--- src/rtl/res_mem_arbiter_if.sv ---
// +--------------------------------------------------------------------------+
// | res_mem_arbiter_if : requester and result-memory signals of the arbiter  |
// | Revision 1.0                                                             |
// +--------------------------------------------------------------------------+
`default_nettype none

interface res_mem_arbiter_if;
  logic        m0_req;
  logic        m0_we;
  logic [13:0] m0_addr;
  logic [7:0]  m0_wdata;
  logic        m0_gnt;
  logic        m0_rvalid;

  logic        m1_req;
  logic        m1_we;
  logic [13:0] m1_addr;
  logic [7:0]  m1_wdata;
  logic        m1_gnt;
  logic        m1_rvalid;

  logic [7:0]  rdata;

  logic        res_rd;
  logic        res_wr;
  logic [13:0] res_addr;
  logic [7:0]  res_do;
  logic [7:0]  res_di;

  // Arbiter side
  modport slave (
    input  m0_req, m0_we, m0_addr, m0_wdata,
    input  m1_req, m1_we, m1_addr, m1_wdata,
    output m0_gnt, m0_rvalid, m1_gnt, m1_rvalid, rdata,
    output res_rd, res_wr, res_addr, res_do,
    input  res_di
  );

  // Requester and memory side
  modport master (
    output m0_req, m0_we, m0_addr, m0_wdata,
    output m1_req, m1_we, m1_addr, m1_wdata,
    input  m0_gnt, m0_rvalid, m1_gnt, m1_rvalid, rdata,
    input  res_rd, res_wr, res_addr, res_do,
    output res_di
  );
endinterface

`default_nettype wire

--- src/rtl/res_mem_arbiter.sv ---
// +--------------------------------------------------------------------------+
// | res_mem_arbiter : round-robin, burst-bounded arbiter for the 16Kx8       |
// | result memory. Optional grant counters under RES_ARB_STATS_EN.           |
// | Revision 1.0                                                             |
// +--------------------------------------------------------------------------+
`default_nettype none

module res_mem_arbiter #(
  parameter int unsigned MAX_BURST = 16
) (
  input  wire logic         clk,
  input  wire logic         reset,
  res_mem_arbiter_if.slave  bus,
  input  wire logic         stat_clr,
  output logic [15:0]       stat_gnt0,
  output logic [15:0]       stat_gnt1
);

  localparam logic [7:0] C_MAX_BURST = 8'(MAX_BURST);

  typedef enum logic [1:0] {
    IDLE = 2'd0,
    OWN0 = 2'd1,
    OWN1 = 2'd2
  } owner_e;

  owner_e      owner_q, owner_d;
  logic [7:0]  burst_q, burst_d;
  logic        tag_vld_q, tag_vld_d;
  logic        tag_port_q, tag_port_d;

  logic        gnt0, gnt1;
  logic        burst_lim;
  logic        rvalid0, rvalid1;

  // Above the limit (saturated run with a silent peer) also yields.
  assign burst_lim = (burst_q >= C_MAX_BURST);

  always_comb begin
    gnt0 = 1'b0;
    gnt1 = 1'b0;
    case (owner_q)
      OWN0: begin
        if (bus.m0_req) begin
          if (bus.m1_req && burst_lim) gnt1 = 1'b1;
          else                         gnt0 = 1'b1;
        end else if (bus.m1_req) begin
          gnt1 = 1'b1;
        end
      end
      OWN1: begin
        if (bus.m1_req) begin
          if (bus.m0_req && burst_lim) gnt0 = 1'b1;
          else                         gnt1 = 1'b1;
        end else if (bus.m0_req) begin
          gnt0 = 1'b1;
        end
      end
      default: begin
        if (bus.m0_req)      gnt0 = 1'b1;
        else if (bus.m1_req) gnt1 = 1'b1;
      end
    endcase
    if (!reset) begin
      gnt0 = 1'b0;
      gnt1 = 1'b0;
    end
  end

  always_comb begin
    bus.res_rd   = 1'b0;
    bus.res_wr   = 1'b0;
    bus.res_addr = 14'd0;
    bus.res_do   = 8'd0;
    if (gnt0) begin
      bus.res_rd   = !bus.m0_we;
      bus.res_wr   = bus.m0_we;
      bus.res_addr = bus.m0_addr;
      bus.res_do   = bus.m0_wdata;
    end else if (gnt1) begin
      bus.res_rd   = !bus.m1_we;
      bus.res_wr   = bus.m1_we;
      bus.res_addr = bus.m1_addr;
      bus.res_do   = bus.m1_wdata;
    end
  end

  always_comb begin
    owner_d    = IDLE;
    burst_d    = 8'd0;
    tag_vld_d  = (gnt0 && !bus.m0_we) || (gnt1 && !bus.m1_we);
    tag_port_d = gnt1;
    if (gnt0) begin
      owner_d = OWN0;
      if (owner_q == OWN0) burst_d = (burst_q == 8'hFF) ? burst_q : burst_q + 8'd1;
      else                 burst_d = 8'd1;
    end else if (gnt1) begin
      owner_d = OWN1;
      if (owner_q == OWN1) burst_d = (burst_q == 8'hFF) ? burst_q : burst_q + 8'd1;
      else                 burst_d = 8'd1;
    end
  end

  always_ff @(posedge clk) begin
    if (!reset) begin
      owner_q    <= IDLE;
      burst_q    <= 8'd0;
      tag_vld_q  <= 1'b0;
      tag_port_q <= 1'b0;
    end else begin
      owner_q    <= owner_d;
      burst_q    <= burst_d;
      tag_vld_q  <= tag_vld_d;
      tag_port_q <= tag_port_d;
    end
  end

  assign rvalid0 = reset && tag_vld_q && !tag_port_q;
  assign rvalid1 = reset && tag_vld_q &&  tag_port_q;

  assign bus.m0_gnt    = gnt0;
  assign bus.m1_gnt    = gnt1;
  assign bus.m0_rvalid = rvalid0;
  assign bus.m1_rvalid = rvalid1;
  assign bus.rdata     = (rvalid0 || rvalid1) ? bus.res_di : 8'd0;

`ifdef RES_ARB_STATS_EN
  logic [15:0] cnt0_q, cnt1_q;

  // A grant coinciding with the clear is dropped, not counted.
  always_ff @(posedge clk) begin
    if (!reset || stat_clr) begin
      cnt0_q <= 16'd0;
      cnt1_q <= 16'd0;
    end else begin
      if (gnt0) cnt0_q <= cnt0_q + 16'd1;
      if (gnt1) cnt1_q <= cnt1_q + 16'd1;
    end
  end

  assign stat_gnt0 = reset ? cnt0_q : 16'd0;
  assign stat_gnt1 = reset ? cnt1_q : 16'd0;
`else
  logic unused_stat_clr;
  assign unused_stat_clr = stat_clr;
  assign stat_gnt0       = 16'd0;
  assign stat_gnt1       = 16'd0;
`endif

endmodule

`default_nettype wire

--- src/flat_wrapper.sv ---
// flat-port wrapper written by rule: the top's interface ports become plain ports
module res_mem_arbiter_flat 
#(
  parameter int unsigned MAX_BURST = 16
)
  (clk, reset, stat_clr, stat_gnt0, stat_gnt1, bus_m0_req, bus_m0_we, bus_m0_addr, bus_m0_wdata, bus_m1_req, bus_m1_we, bus_m1_addr, bus_m1_wdata, bus_m0_gnt, bus_m0_rvalid, bus_m1_gnt, bus_m1_rvalid, bus_rdata, bus_res_rd, bus_res_wr, bus_res_addr, bus_res_do, bus_res_di);
  res_mem_arbiter_if bus_i ();
  input  wire logic clk;
  input  wire logic reset;
  input  wire logic stat_clr;
  output logic [15:0] stat_gnt0;
  output logic [15:0] stat_gnt1;
  input wire logic [$bits(bus_i.m0_req)-1:0] bus_m0_req;
  input wire logic [$bits(bus_i.m0_we)-1:0] bus_m0_we;
  input wire logic [$bits(bus_i.m0_addr)-1:0] bus_m0_addr;
  input wire logic [$bits(bus_i.m0_wdata)-1:0] bus_m0_wdata;
  input wire logic [$bits(bus_i.m1_req)-1:0] bus_m1_req;
  input wire logic [$bits(bus_i.m1_we)-1:0] bus_m1_we;
  input wire logic [$bits(bus_i.m1_addr)-1:0] bus_m1_addr;
  input wire logic [$bits(bus_i.m1_wdata)-1:0] bus_m1_wdata;
  output wire logic [$bits(bus_i.m0_gnt)-1:0] bus_m0_gnt;
  output wire logic [$bits(bus_i.m0_rvalid)-1:0] bus_m0_rvalid;
  output wire logic [$bits(bus_i.m1_gnt)-1:0] bus_m1_gnt;
  output wire logic [$bits(bus_i.m1_rvalid)-1:0] bus_m1_rvalid;
  output wire logic [$bits(bus_i.rdata)-1:0] bus_rdata;
  output wire logic [$bits(bus_i.res_rd)-1:0] bus_res_rd;
  output wire logic [$bits(bus_i.res_wr)-1:0] bus_res_wr;
  output wire logic [$bits(bus_i.res_addr)-1:0] bus_res_addr;
  output wire logic [$bits(bus_i.res_do)-1:0] bus_res_do;
  input wire logic [$bits(bus_i.res_di)-1:0] bus_res_di;
  assign bus_i.m0_req = bus_m0_req;
  assign bus_i.m0_we = bus_m0_we;
  assign bus_i.m0_addr = bus_m0_addr;
  assign bus_i.m0_wdata = bus_m0_wdata;
  assign bus_i.m1_req = bus_m1_req;
  assign bus_i.m1_we = bus_m1_we;
  assign bus_i.m1_addr = bus_m1_addr;
  assign bus_i.m1_wdata = bus_m1_wdata;
  assign bus_m0_gnt = bus_i.m0_gnt;
  assign bus_m0_rvalid = bus_i.m0_rvalid;
  assign bus_m1_gnt = bus_i.m1_gnt;
  assign bus_m1_rvalid = bus_i.m1_rvalid;
  assign bus_rdata = bus_i.rdata;
  assign bus_res_rd = bus_i.res_rd;
  assign bus_res_wr = bus_i.res_wr;
  assign bus_res_addr = bus_i.res_addr;
  assign bus_res_do = bus_i.res_do;
  assign bus_i.res_di = bus_res_di;
  res_mem_arbiter #(.MAX_BURST(MAX_BURST)) u_core (.clk(clk), .reset(reset), .bus(bus_i), .stat_clr(stat_clr), .stat_gnt0(stat_gnt0), .stat_gnt1(stat_gnt1));
endmodule
--- config.mk ---
export PLATFORM = sky130hd
export DESIGN_NAME = res_mem_arbiter_flat
export DESIGN_NICKNAME = d
export VERILOG_FILES = /design/src/rtl/res_mem_arbiter_if.sv /design/src/rtl/res_mem_arbiter.sv /design/src/flat_wrapper.sv
export SDC_FILE = /design/constraint.sdc
export NUM_CORES = 1
export LEC_CHECK = 0
export BUFFER_PORTS_ARGS = -buffer_cell sky130_fd_sc_hd__buf_2
export CORE_MARGIN = 5
export CORE_UTILIZATION = 39
export CTS_CLUSTER_SIZE = 28
export DETAILED_ROUTE_END_ITERATION = 8
export PLACE_DENSITY_LB_ADDON = 0.3
export SETUP_SLACK_MARGIN = 0.5
export SYNTH_ARGS = -nofsm -noshare
export SYNTH_HDL_FRONTEND = slang
export SYNTH_SLANG_ARGS = --single-unit
--- constraint.sdc ---
create_clock -name clk -period 2.3 [get_ports clk]
set_input_delay 0.23 -clock clk [delete_from_list [all_inputs] [get_ports clk]]
set_output_delay 0.23 -clock clk [all_outputs]
set_load 0.02 [all_outputs]
* After elaboration in Yosys (flattened, before gate mapping) *
Index checks and enable logic that the tools add are counted.

word-level totals
  bits in registers = 12
  input port bits = 59
  output and inout bits = 68
  word-level logic and storage cells = 55

operators by class
  add/subtract/negate cells = 1
  $lt $le $gt $ge = 1
  equal/unequal tests = 3
  mux-type cells = 31
  bitwise logic cells = 1
  reduce and logical (&&, ||, !) cells = 13

operator list
  operator                                                            count
  two-way mux 8 bit                                                   8
  two-way mux 14 bit                                                  2
  two-way mux 1 bit                                                   18
  adder 8 x 1 -> 8 bit (second input constant)                        1
  == test 8 bit (second input constant)                               1
  greater-or-equal comparator 8 x 5 -> 1 bit (second input constant)  1
  logical AND 1 bit                                                   7
  case mux 1 bit (2 select lines)                                     2
  zero test 1 bit                                                     3
  == test 2 x 1 -> 1 bit (second input constant)                      1
  == test 2 bit (second input constant)                               1
  logical OR 1 bit                                                    2
  two-way mux 2 bit                                                   1
  OR reduction 2 bit                                                  1
  NOT 1 bit                                                           1

* Depth between registers and ports, before layout *
  depth in word-level cells = 8
  mapped depth = 8
  gate-level depth less buffers = 6

* Least setup slack after synthesis *
Ideal clock, no wire load.

  kind = flip-flop to output port
  from = reg u_core.burst_q[7]
  to = out bus_res_addr[0]
  arrival time = 2,024 ps
  required time = 2,070 ps
  slack = 46 ps
  stages on the path, launching flop included = 7
  buffers on the path = 2
  cells stage by stage = dfxtp_1 -> nor4_4 -> mux2_4 -> or3_1 -> buf_6 -> buf_12 -> mux2i_1

on the way
  cells in the longest elaborated chain, start to end = 8
  elaborated cells on any way between the ends = 17
  classes of those cells = order compare: 1; mux: 14; reduce/logical: 2

ends and longest elaborated chain
  element                                         line                                          text
  from (decl)                                     res_mem_arbiter.sv:28                         logic [7:0] burst_q, burst_d;
  from (signal assigned)                          res_mem_arbiter.sv:112                        burst_q <= burst_d;
  greater-or-equal comparator 8 x 5 -> 1 bit (*)  res_mem_arbiter.sv:37                         assign burst_lim = (burst_q >= C_MAX_BURST);
  logical AND 1 bit (on tied branches)            res_mem_arbiter.sv:53, res_mem_arbiter.sv:45
  two-way mux 1 bit (on tied branches)            res_mem_arbiter.sv:53, res_mem_arbiter.sv:45
  two-way mux 1 bit (on tied branches)            res_mem_arbiter.sv:52, res_mem_arbiter.sv:44
  case mux 1 bit (2 select lines)                 res_mem_arbiter.sv:42                         case (owner_q)
  two-way mux 1 bit                               res_mem_arbiter.sv:64                         if (!reset) begin
  two-way mux 14 bit                              res_mem_arbiter.sv:80                         end else if (gnt1) begin
  two-way mux 14 bit (*)                          res_mem_arbiter.sv:75                         if (gnt0) begin
  to (decl)                                       flat_wrapper.sv:28                            output wire logic [$bits(bus_i.res_addr)-1:0] bus_res_addr;

Every way passes the cells marked *; elsewhere a longest branch is shown, timed or not.

* Worst setup path in the final report *
  from = reg u_core.owner_q[0]
  to = out bus_res_do[1]

on the way
  cells in the longest elaborated chain, start to end = 5
  elaborated cells on any way between the ends = 8
  classes of those cells = eq/ne: 2; mux: 6

ends and longest elaborated chain
  element                                                  line                    text
  from (decl)                                              res_mem_arbiter.sv:27   owner_e owner_q, owner_d;
  from (signal assigned)                                   res_mem_arbiter.sv:111  owner_q <= owner_d;
  == test 2 bit or == test 2 x 1 -> 1 bit (tied branches)  res_mem_arbiter.sv:42
  case mux 1 bit (2 select lines)                          res_mem_arbiter.sv:42
  two-way mux 1 bit                                        res_mem_arbiter.sv:64
  two-way mux 8 bit                                        res_mem_arbiter.sv:80
  two-way mux 8 bit (*)                                    res_mem_arbiter.sv:75
  to (decl)                                                flat_wrapper.sv:29      output wire logic [$bits(bus_i.res_do)-1:0] bus_res_do;

Marked as above.

==> summary by stage <==
Finish
Cells with a size suffix above 1 make up 57.36% of the layout. After the last flow step, the layout net total stands at 391. The count of placed standard cells in the final layout, fillers left out is 374. The final design utilization is 76.53%. The synthesis-to-layout area growth is 86.46%. Leaving out fill and tap cells, the most frequent cell in the layout is sky130_fd_sc_hd__buf_2. The layout filler cell count is 274. With fillers left out, the area of the finished cells amounts to 0.002844 mm^2.

In the layout the commonest cells are sky130_fd_sc_hd__buf_2 (67), sky130_fd_sc_hd__buf_6 (33), sky130_fd_sc_hd__conb_1 (32). 0 antenna diodes ended up in the layout.

Placed design
The placed instance count is 352. After legalization and detailed placement, the total HPWL measured 4.115 mm. The global placement routability congestion is 0.8730. The number of port buffers is 93. The placed instances occupy a cell area of 0.002285 mm^2.

Worst setup path
The endpoint arrival time on the critical path is 2.17 ns. The peak fanout along the critical path is 8. STA classifies the critical path startpoint as a flop. The critical path in this run is classified as flop to primary output. The worst setup path is captured at a primary output. At the worst endpoint, the required time is 2.07 ns.

Run
The tool flagged a number of max-cap violations equal to 0.

CTS
The deepest clock path buffer count is 2. The clock network latency to the later pin of the worst-skew pair is 0.24 ns. The clock buffer count from CTS is 3. The clock net sink count is 12. Buffers inserted to repair hold after CTS numbered 0. After clock tree synthesis, the clock-pin slew on the worst setup and hold paths is 0.05 ns.

The number of H-tree levels is 1. The CTS root buffer is sky130_fd_sc_hd__clkbuf_8. TritonCTS built the clock tree.

Run status
The flow ran to the end, but the final reports show violations. The checks that failed: setup timing.

Yosys
The cell count after synthesis came out at 207. The share of flip-flops with an asynchronous set or reset is 0%. Averaged over all synthesized cells, the footprint is 7.368 um^2. The total number of yosys warnings is 0.

The sequential share of the synthesized area is 15.75%. The number of synthesized register bits is 12. The netlist area before placement is 0.001525 mm^2. In the synthesized netlist the dominant register cell turns out to be sky130_fd_sc_hd__dfxtp_1. The count of flip-flops with a built-in enable after synthesis is 0. The number of distinct library cells after synthesis is 32.

STA
Clock skew on the completed layout was measured at 0.003100 ns. The count of final hold-check violations was 0. Across all setup checks in the final design, the least slack found is -0.09702 ns.

For the pin with the worst max-slew slack, the measured transition is 0.7227 ns. The count of pins over their slew limit is 0. The relative slew slack is 51.45%.

Setup repair after global routing could not meet its margin everywhere. The upper clock frequency limit is 417.2 MHz. The final critical path takes up 104.2% of the cycle. Setup violations remaining at the end of the flow were counted as 25. The final critical-path required period is 2.397 ns. The worst hold-check slack is 0.2533 ns.

Power and ir drop
The peak supply drop is 480.7 uV. In this run the power density over the cells is 342.6 mW/mm^2. In this run the static leakage power is 1.323 nW.

Floorplan
The number of placement rows is 22. 127 I/O pins were placed. The initial standard-cell utilization of the core is 41.04%. In this run the standard cell core region covers 0.003716 mm^2. The vertical die dimension is 72.54 um. The die covers 0.005261 mm^2. The horizontal die dimension is 72.54 um.

Global route
The global-route wire length before repair is 8.845 mm. Across every metal layer, demand over resource in global routing totals 21.01%. The number of global-route vias before repair is 1,798. The maximum number of pins on one net before global-route repair is 27. Global routing finished with a remaining overflow of 0. The number of antenna violations at the first check in global routing is 0.

Detailed routing
The count of unresolved DRC violations after routing is 0. The pre-antenna-repair detailed-routing pass consisted of 4 iterations. The first routing iteration left 72 violations. The routed wire length is 6.122 mm. The final antenna-violating net count is 0.

The detail-routed net length per standard cell is 16.37 um. In the routed layout, each cell is associated on average with a via count of 5.024. Across all layers, the routed design uses 1,879 vias.

Min path
The worst hold path belongs to the class input port to flop.
-- through the flow --
step | setup TNS, ns | worst slack [ns] | power [W]
after global placement | 0 | 0.001503 | 0.0006559
final | -1.795 | -0.09702 | 0.0009743
after CTS | -1.534 | -0.08028 | 0.0009551
after floorplan | 0 | 0.1773 | 0.0005798
after detailed placement | -0.3151 | -0.02909 | 0.0006610
after global routing | -3.149 | -0.1606 | 0.001018
-- worst max-delay path, cell delays in order, from the launching register on --
cell	delay [ns]
sky130_fd_sc_hd__dfxtp_2	0.33
sky130_fd_sc_hd__inv_2	0.05
sky130_fd_sc_hd__ha_4	0.28
sky130_fd_sc_hd__nor3b_2	0.06
sky130_fd_sc_hd__mux2_4	0.28
sky130_fd_sc_hd__or3_4	0.40
sky130_fd_sc_hd__buf_12	0.19
sky130_fd_sc_hd__mux2i_4	0.19
sky130_fd_sc_hd__buf_6	0.14
-- path summary, 6_finish.rpt --
check | from | endpoint | slack (ns) | depth (start not counted)
max | u_core.owner_q[0] | bus_res_do[1] | -0.1 | 8
min | bus_m0_we | u_core.tag_vld_q | 0.25 | 2
max reg2reg | u_core.burst_q[5] | u_core.burst_q[3] | 0.18 | 10
min reg2reg | u_core.burst_q[1] | u_core.burst_q[1] | 0.61 | 2
-- metal layers --
metal | global-route usage (%) | part of all wire (%) | up-vias
met2 | 39.38 | 52 | 91
met4 | 3.689 | 1.4 | 0
met1 | 24.24 | 37 | 884
met3 | 4.848 | 9.6 | 7
met5 | 0 | 0 | -
li1 | - | - | 897
-- registers in the layout (all words and copies together) (netlist names) --
signal	flops
u_core.burst_q	8
u_core.owner_q	2
u_core.tag_port_q	1
u_core.tag_vld_q	1
-- Yosys cell counts, drive strengths merged (2+ instances only) --
library cell	n	area share (%)
nor2	7	1.7
o21ai	4	1.3
nand2	27	6.6
mux2i	28	18
nor3b	2	0.98
dfxtp	12	16
and3	10	4.1
nand4	3	1.2
a21oi	7	2.3
buf	36	20
a31oi	2	0.82
o211ai	3	1.5
inv	12	3.0
nand3	26	8.5
ha	4	3.3
nor3	2	0.66
clkbuf	8	2.0
or3	2	0.82
-- report_power, final --
| group | switching, W | internal, W |
|---|---|---|
| logic | 0.000291 | 0.000270 |
| registers | 0.00000826 | 0.000214 |
| clock network | 0.0000759 | 0.000115 |
-- cell type report --
class	instances	area [um^2]	share of cell area, %
repair buffers	129	1022	35.94
inverters	12	45.04	1.584
flip-flops and latches	12	250.2	8.799
clock buffers	3	41.29	1.452
well taps	48	60.06	2.112
multi-input cells	170	1425	50.11
-- kinds of logic (layout without fill, tap and decap cells) --
logic type,count (synthesis),count (layout),synth area share [%]
AO/OA/AOI/OAI,22,22,9.270
adder cells (fa/ha/maj),4,4,3.282
flip-flops,12,12,15.75
multiplexers,29,29,19.36
other,1,32,0.2459
AND/OR/NAND/NOR,83,83,27.56
buffers and inverters,56,144,24.53
-- repair_timing --
| action | CTS | global route |
|---|---|---|
| setup endpoints to repair | 35 | 38 |
| pin swaps | 7 | 3 |
| hold endpoints to repair | 0 | 0 |
| gates resized for setup | 91 | 9 |
| gates cloned | 2 | 0 |
| buffers inserted | 13 | 4 |
(Power assumes the default switching activity.)
